==> src/rtl/fp_add_arbiter.sv <==
// Round-robin front end that time-shares one combinational floating adder.
// Operands are registered onto the adder, and the sum is returned over valid/ready.
module fp_add_arbiter #(
  parameter int NUM_REQ = 4,
  parameter int IDW     = 2,
  parameter int CNTW    = 16
) (
  input  logic                  clk,
  input  logic                  rst_n,
  input  logic [NUM_REQ-1:0]    req_valid,
  input  logic [32*NUM_REQ-1:0] req_a,
  input  logic [32*NUM_REQ-1:0] req_b,
  output logic [NUM_REQ-1:0]    req_ready,
  output logic [31:0]           add_a,
  output logic [31:0]           add_b,
  input  logic [31:0]           add_out,
  output logic                  rsp_valid,
  output logic [IDW-1:0]        rsp_id,
  output logic [31:0]           rsp_data,
  input  logic                  rsp_ready,
  output logic                  busy,
  output logic [CNTW-1:0]       op_count
);

  // state | meaning
  // IDLE  | arbitrate; accept one request and load the adder operands
  // EXEC  | adder settling; sum captured at the end of this cycle
  // RESP  | result presented until the consumer takes it
  typedef enum logic [1:0] {
    IDLE = 2'd0,
    EXEC = 2'd1,
    RESP = 2'd2
  } state_t;

  state_t          state_q, state_d;
  logic [IDW-1:0]  rr_ptr_q, rr_ptr_d;
  logic [31:0]     add_a_q, add_a_d;
  logic [31:0]     add_b_q, add_b_d;
  logic [IDW-1:0]  rsp_id_q, rsp_id_d;
  logic [31:0]     rsp_data_q, rsp_data_d;
  logic [CNTW-1:0] op_count_q, op_count_d;

  logic            grant_found;
  logic [IDW-1:0]  grant_idx;
  logic [IDW-1:0]  idx;
  logic [31:0]     sel_a, sel_b;

  // Search starts at rr_ptr and wraps, so the last winner goes to the back.
  always_comb begin
    grant_found = 1'b0;
    grant_idx   = '0;
    idx         = '0;
    for (int k = 0; k < NUM_REQ; k++) begin
      idx = IDW'((int'(rr_ptr_q) + k) % NUM_REQ);
      if (!grant_found && req_valid[idx]) begin
        grant_found = 1'b1;
        grant_idx   = idx;
      end
    end
  end

  always_comb begin
    sel_a = '0;
    sel_b = '0;
    for (int i = 0; i < NUM_REQ; i++) begin
      if (grant_idx == IDW'(i)) begin
        sel_a = req_a[32*i +: 32];
        sel_b = req_b[32*i +: 32];
      end
    end
  end

  always_comb begin
    state_d    = state_q;
    rr_ptr_d   = rr_ptr_q;
    add_a_d    = add_a_q;
    add_b_d    = add_b_q;
    rsp_id_d   = rsp_id_q;
    rsp_data_d = rsp_data_q;
    op_count_d = op_count_q;
    req_ready  = '0;
    case (state_q)
      IDLE: begin
        if (grant_found) begin
          for (int i = 0; i < NUM_REQ; i++) begin
            req_ready[i] = rst_n && (grant_idx == IDW'(i));
          end
          add_a_d  = sel_a;
          add_b_d  = sel_b;
          rsp_id_d = grant_idx;
          rr_ptr_d = (grant_idx == IDW'(NUM_REQ - 1)) ? '0 : grant_idx + IDW'(1);
          state_d  = EXEC;
        end
      end
      EXEC: begin
        rsp_data_d = add_out;
        state_d    = RESP;
      end
      RESP: begin
        if (rsp_ready) begin
          if (op_count_q != '1) op_count_d = op_count_q + CNTW'(1);
          state_d = IDLE;
        end
      end
      default: state_d = IDLE;
    endcase
  end

  always_ff @(posedge clk or negedge rst_n) begin
    if (!rst_n) begin
      state_q    <= IDLE;
      rr_ptr_q   <= '0;
      add_a_q    <= '0;
      add_b_q    <= '0;
      rsp_id_q   <= '0;
      rsp_data_q <= '0;
      op_count_q <= '0;
    end else begin
      state_q    <= state_d;
      rr_ptr_q   <= rr_ptr_d;
      add_a_q    <= add_a_d;
      add_b_q    <= add_b_d;
      rsp_id_q   <= rsp_id_d;
      rsp_data_q <= rsp_data_d;
      op_count_q <= op_count_d;
    end
  end

  assign add_a     = add_a_q;
  assign add_b     = add_b_q;
  assign rsp_id    = rsp_id_q;
  assign rsp_data  = rsp_data_q;
  assign op_count  = op_count_q;
  assign rsp_valid = (state_q == RESP);
  assign busy      = (state_q != IDLE);

endmodule

==> config.mk <==
export PLATFORM = sky130hd
export DESIGN_NAME = fp_add_arbiter
export DESIGN_NICKNAME = d
export VERILOG_FILES = /design/src/rtl/fp_add_arbiter.sv
export SDC_FILE = /design/constraint.sdc
export NUM_CORES = 1
export LEC_CHECK = 0
export BUFFER_PORTS_ARGS = -buffer_cell sky130_fd_sc_hd__buf_2
export CAP_MARGIN = 20
export CORE_AREA = 2 2 159 161
export DETAILED_ROUTE_END_ITERATION = 10
export DIE_AREA = 0 0 161 163
export GPL_TIMING_DRIVEN = 0
export PLACE_DENSITY = 0.57
export SLEW_MARGIN = 20
export SYNTH_ARGS = -nofsm -noshare
export SYNTH_HDL_FRONTEND = slang
export SYNTH_SLANG_ARGS = --single-unit
==> constraint.sdc <==
create_clock -name clk -period 6.9 [get_ports clk]
set_input_delay 1.035 -clock clk [delete_from_list [all_inputs] [get_ports clk]]
set_output_delay 1.035 -clock clk [all_outputs]
set_load 0.02 [all_outputs]
* After elaboration in Yosys (flattened, before gate mapping) *
Index checks and enable logic that the tools add are counted.

operators by class
  muxes and demuxes = 30
  reductions and logical operators = 16
  add/subtract/negate cells = 5
  $lt $le $gt $ge = 4
  equal/unequal tests = 8

operator list
  operator                                             count
  two-way mux 32 bit                                   8
  adder 16 x 1 -> 16 bit, second input constant        1
  != test 16 bit, second input constant                1
  two-way mux 2 bit                                    7
  < comparator 2 x 3 -> 1 bit, second input constant   4
  binary-select mux 1 bit (select 2 bit)               4
  two-way mux 1 bit                                    8
  two-way mux 4 bit                                    2
  logical AND 1 bit                                    7
  equality test 2 bit, second input constant           3
  one-hot mux 2 bit (3 select lines)                   1
  adder 2 x 1 -> 2 bit, second input constant          2
  adder 2 bit, second input constant                   2
  equality test 2 x 1 -> 1 bit, second input constant  2
  logical NOT 2 bit                                    2
  AND reduction 2 bit                                  2
  logical NOT 1 bit                                    3
  AND reduction 3 bit                                  1
  != test 2 x 1 -> 1 bit, second input constant        1
  != test 2 bit, second input constant                 1
  nonzero test 2 bit                                   1

word-level totals
  bits in registers = 118
  output and inout port bits = 120
  logic and storage cells = 70

* Logic depth before layout (Yosys ltp) *
  depth in word-level cells = 17
  depth in mapped cells = 11

* Worst setup path after synthesis *
Ideal clock, no wire load.

  kind = input -> output
  from = input port req_valid[2]
  to = output port req_ready[3]
  stages = 7
  slack = 3.171 ns
  data arrival time = 2.694 ns
  path through = mux2i_1 > nor2_1 > nor3_1 > ha_1 > clkbuf_1 > clkbuf_1 > and3_1

between the ends
  word-level cells in the longest chain between the ends = 16
  elaborated cells on any way between the ends = 26

ends and longest elaborated chain
  item                                     line  source
  start, declared                          10    input logic [NUM_REQ-1:0] req_valid,
  binary-select mux 1 bit (select 2 bit)   55    if (!grant_found && req_valid[idx]) begin
  two-way mux 1 bit (not written as such)  55
  two-way mux 1 bit                        55
  logical NOT 1 bit                        55
  logical AND 1 bit                        55
  two-way mux 1 bit                        55
  logical NOT 1 bit                        55
  logical AND 1 bit                        55
  two-way mux 1 bit                        55
  logical NOT 1 bit                        55
  logical AND 1 bit                        55
  two-way mux 2 bit *                      55
  net grant_idx[0]                         44    logic [IDW-1:0] grant_idx;
  equality test 2 bit *                    86    req_ready[i] = rst_n && (grant_idx == IDW'(i));
  logical AND 1 bit *                      86
  two-way mux 4 bit *                      84    if (grant_found) begin
  two-way mux 4 bit *                      82    case (state_q)
  end, declared                            13    output logic [NUM_REQ-1:0] req_ready,

The timed path passes the listed nets; every way through them passes the cells marked *. The select of a mux whose other input is x is not followed.

* Worst setup path in the final report *
  from = input port req_valid[0]
  to = output port req_ready[0]

between the ends
  word-level cells in the longest chain between the ends = 16
  elaborated cells on any way between the ends = 26

ends and longest elaborated chain
  item                                     line
  binary-select mux 1 bit (select 2 bit)   55
  two-way mux 1 bit (not written as such)  55
  two-way mux 1 bit                        55
  logical NOT 1 bit                        55
  logical AND 1 bit                        55
  two-way mux 1 bit                        55
  logical NOT 1 bit                        55
  logical AND 1 bit                        55
  two-way mux 1 bit                        55
  logical NOT 1 bit                        55
  logical AND 1 bit                        55
  two-way mux 2 bit                        55
  logical NOT 2 bit                        86
  logical AND 1 bit                        86
  two-way mux 4 bit *                      84
  two-way mux 4 bit *                      82

Every way passes the cells marked *; elsewhere a longest branch is shown, timed or not. The select of a mux whose other input is x is not followed.

==> impl_results.md <==
- R2r worst-path depth: 9
- CP max FO: 10
- Critical path depth: 9
- Max incr delay on CP: 0.59 ns
- Sequential cell area fraction in the yosys report: 44.01%
- First-pass DRT Iterations: 9
- Max-slew violations: 0
- Die X: 161 um
- Core Area: 24670 um^2
- Die H: 163 um
- DR iter-0 viols: 564
- Resize count post-CTS: 0
- Root Buffer: clkbuf_16
- Final Hold Viols: 0
- DIE AREA: 26240 um^2
- Area growth syn-to-layout: 46.89%
- First-pass GRT wire length: 43270 um
- PwrDens: 476.7 nW/um^2
- CTS clk-pin slew, worst paths: 0.07 ns
- Cell variety after synth: 40
- Largest net degree at the start of global routing: 79
- CTS tree: yes
- Vias per cell: 4.921
- CP bufs+invs: 4
- Rows: 58
- GRT overflow: 0
- Slew headroom: 48.49%
- IO Port Bufs: 414
- Nets@finish: 1558
- DP Wirelength: 22730 um
- Initial Util: 27.19%
- Synth Warn #: 0
- Max Root-Sink Buffers: 2
- Crit Path Category: in2out
- DRC violations left: 0
- Total power: 0.004697 W
- Period minus WS final: 4.658 ns
- Syn_area_per_cell: 8.142 um^2
- Worst VDD drop: 0.1747 mV
- Kind of cell adding the most delay to the critical path: buffers and inverters
- Post-synth EDFFs: 0
- DRT Wirelength: 29190 um
- CTS sink cnt: 118
- Leakage: 4.913 nW
- Max Cap Viol: 0
- Post-synth ARST share: 100.0%
- WL per Instance: 18.18 um
- Proportion of layout cells with a drive suffix above 1: 38.87%
- Final ANT Viol Nets: 0
- Hold Path Class: in2async
- Crit. End Element: primary output
- Gpl congestion: 0.8734
- Flops & latches, synth: 118
- H-Tree Depth: 4
- CTS Hold Bufs: 0
- GRT Resource Usage Total: 21.58%
- Setup crit start kind: primary input
- Worst-margin pin slew: 0.7727 ns
- Clock Latency Late Sink: 0.41 ns
- Synth Instances: 824
- Critical path cell sequence: buf_2, a21oi_1, o21a_1, o22ai_1, ha_1, clkbuf_1, clkbuf_1, and3_1, buf_2
- Critical path's slowest cell: clkbuf_1
- Num CTS Buffers: 17
- Syn_nets: 1124
- Unrepaired setup endpoints after global routing: false
- Max Clock Skew: 0.01300 ns
- WP data required: 5.86 ns
- Period utilisation layout: 67.50%
- Sum of negative setup slack: 0 ns
- Worst endpoint data arrival time: 3.62 ns
- Vias post-DR: 7899
- Final setup viols: 0
- Vias in the first global route: 7828
- Outcome: finished, final reports clean
- Initial antenna violation count: 7
- Main synth FF type: dfrtp_1
- Io pins: 415
- Fmax: 0.2147 GHz
- Setup Buffers After CTS: 0
- Post-Syn Area: 6709 um^2
==> path summary, 6_finish.rpt <==
kind	end	slack [ns]	startpoint
min	op_count[11]$_DFFE_PN0P_	0.49	rst_n
min reg2reg	add_a[23]$_DFFE_PN0P_	0.49	add_a[23]$_DFFE_PN0P_
min in group clk	add_a[23]$_DFFE_PN0P_	0.49	add_a[23]$_DFFE_PN0P_
max in group asynchronous	add_a[1]$_DFFE_PN0P_	5.67	rst_n
max	req_ready[0]	2.24	req_valid[0]
max reg2reg	add_a[25]$_DFFE_PN0P_	3.56	rr_ptr_q[1]$_DFFE_PN0P_
==> stage by stage <==
step / worst slack (ns) / hold slack, ns / utilization [%] / cells / cell area, um^2
after global routing: 1.953 / 0.5076 / 39.93 / 1604 / 9852
after CTS: 2.142 / 0.4933 / 39.90 / 1601 / 9844
final: 2.242 / 0.4869 / 39.94 / 1605 / 9854
after detailed placement: 2.162 / 0.4805 / 37.41 / 1569 / 9231
after floorplan: 3.171 / 0.5365 / - / 824 / 6709
after global placement: 2.067 / 0.4597 / 37.26 / 1568 / 9194
==> logic make-up (layout without fill, tap and decap cells) <==
group / after synthesis / in the layout / synth area share (%)
compound gates: 271 / 271 / 24.08
simple gates: 245 / 245 / 15.72
buf+inv: 139 / 586 / 7.945
flops: 118 / 118 / 44.01
mux: 34 / 34 / 5.744
xor+xnor: 12 / 12 / 1.567
fa+ha+maj: 5 / 5 / 0.9325
other cells: 0 / 4 / 0
==> registers in the layout, summed over array words and instances, names as in the netlist <==
register  count
add_a        32
add_b        32
rsp_data     32
op_count     16
rr_ptr_q      2
rsp_id        2
state_q       2
==> cell usage after synthesis (2+ instances only) <==
library cell,number,area share (%)
nor4_1,3,0.28
a221oi_1,64,8.4
xnor2_1,7,0.91
buf_1,5,0.28
and3_1,6,0.56
nor3_1,6,0.45
nor2_1,134,7.5
nand4_1,3,0.28
a21oi_1,133,9.9
nand2b_1,3,0.28
clkbuf_1,54,3.0
nand4_4,2,0.63
dfrtp_1,118,44
a31oi_1,2,0.19
xor2_1,5,0.65
nand3_1,4,0.30
inv_1,70,3.9
mux2_2,32,5.4
o21ai_0,66,4.9
nand2_1,75,4.2
ha_1,5,0.93
buf_2,9,0.67
==> layout make-up <==
type	count	area, um^2
Antenna cell	4	10.01
Buffer	68	266.5
Clock buffer	19	442.9
Clock inverter	13	170.2
Fill cell	2609	14820
Inverter	71	266.5
Multi-Input combinational cell	567	3223
Sequential cell	118	2953
Tap cell	330	412.9
Timing Repair Buffer	415	2110
==> power breakdown <==
part	switching, W	internal [W]
sequential	0.000189	0.00103
clock	0.000351	0.000584
combinational	0.00166	0.000882
==> worst reg2reg max path, cell delays in order (launching register included) <==
cell and delay, ns:
dfrtp_1 0.44, mux2i_1 0.20, nor2_1 0.05, nor3_1 0.53
ha_1 0.33, clkbuf_1 0.54, clkbuf_1 0.45, a21oi_1 0.08
a221oi_1 0.48, nor2_1 0.09
==> layout by cell type, fill, tap and decap left out, drive strengths merged <==
| cell type | n |
|---|---|
| a21oi | 133 |
| mux2i | 1 |
| a41oi | 1 |
| and3 | 6 |
| and4 | 1 |
| bufinv | 3 |
| or4 | 1 |
| nand3 | 5 |
| nor2b | 1 |
| nor3 | 6 |
| a31oi | 2 |
| nand4 | 5 |
| a22o | 1 |
| a22oi | 1 |
| diode | 4 |
| nor4 | 4 |
| inv | 75 |
| clkbuf | 73 |
| nand2b | 3 |
| mux2 | 33 |
| nor2 | 134 |
| xor2 | 5 |
| nand3b | 1 |
| a221oi | 64 |
| clkinv | 6 |
| xnor2 | 7 |
| o21a | 1 |
| nor4b | 1 |
| nand2 | 75 |
| buf | 429 |
| ha | 5 |
| o21ai | 66 |
| and4b | 1 |
| dfrtp | 118 |
| o211ai | 1 |
| nand4b | 1 |
| o22ai | 1 |
==> routing by layer <==
| metal | GRT usage [%] | up-vias | share of wire, % |
|---|---|---|---|
| li1 | - | 3741 | - |
| met1 | 26.03 | 3693 | 41 |
| met2 | 36.23 | 388 | 48 |
| met3 | 6.010 | 71 | 8.1 |
| met4 | 9.172 | 6 | 3.6 |
| met5 | 0 | - | 0.14 |
(Power assumes the default switching activity.)
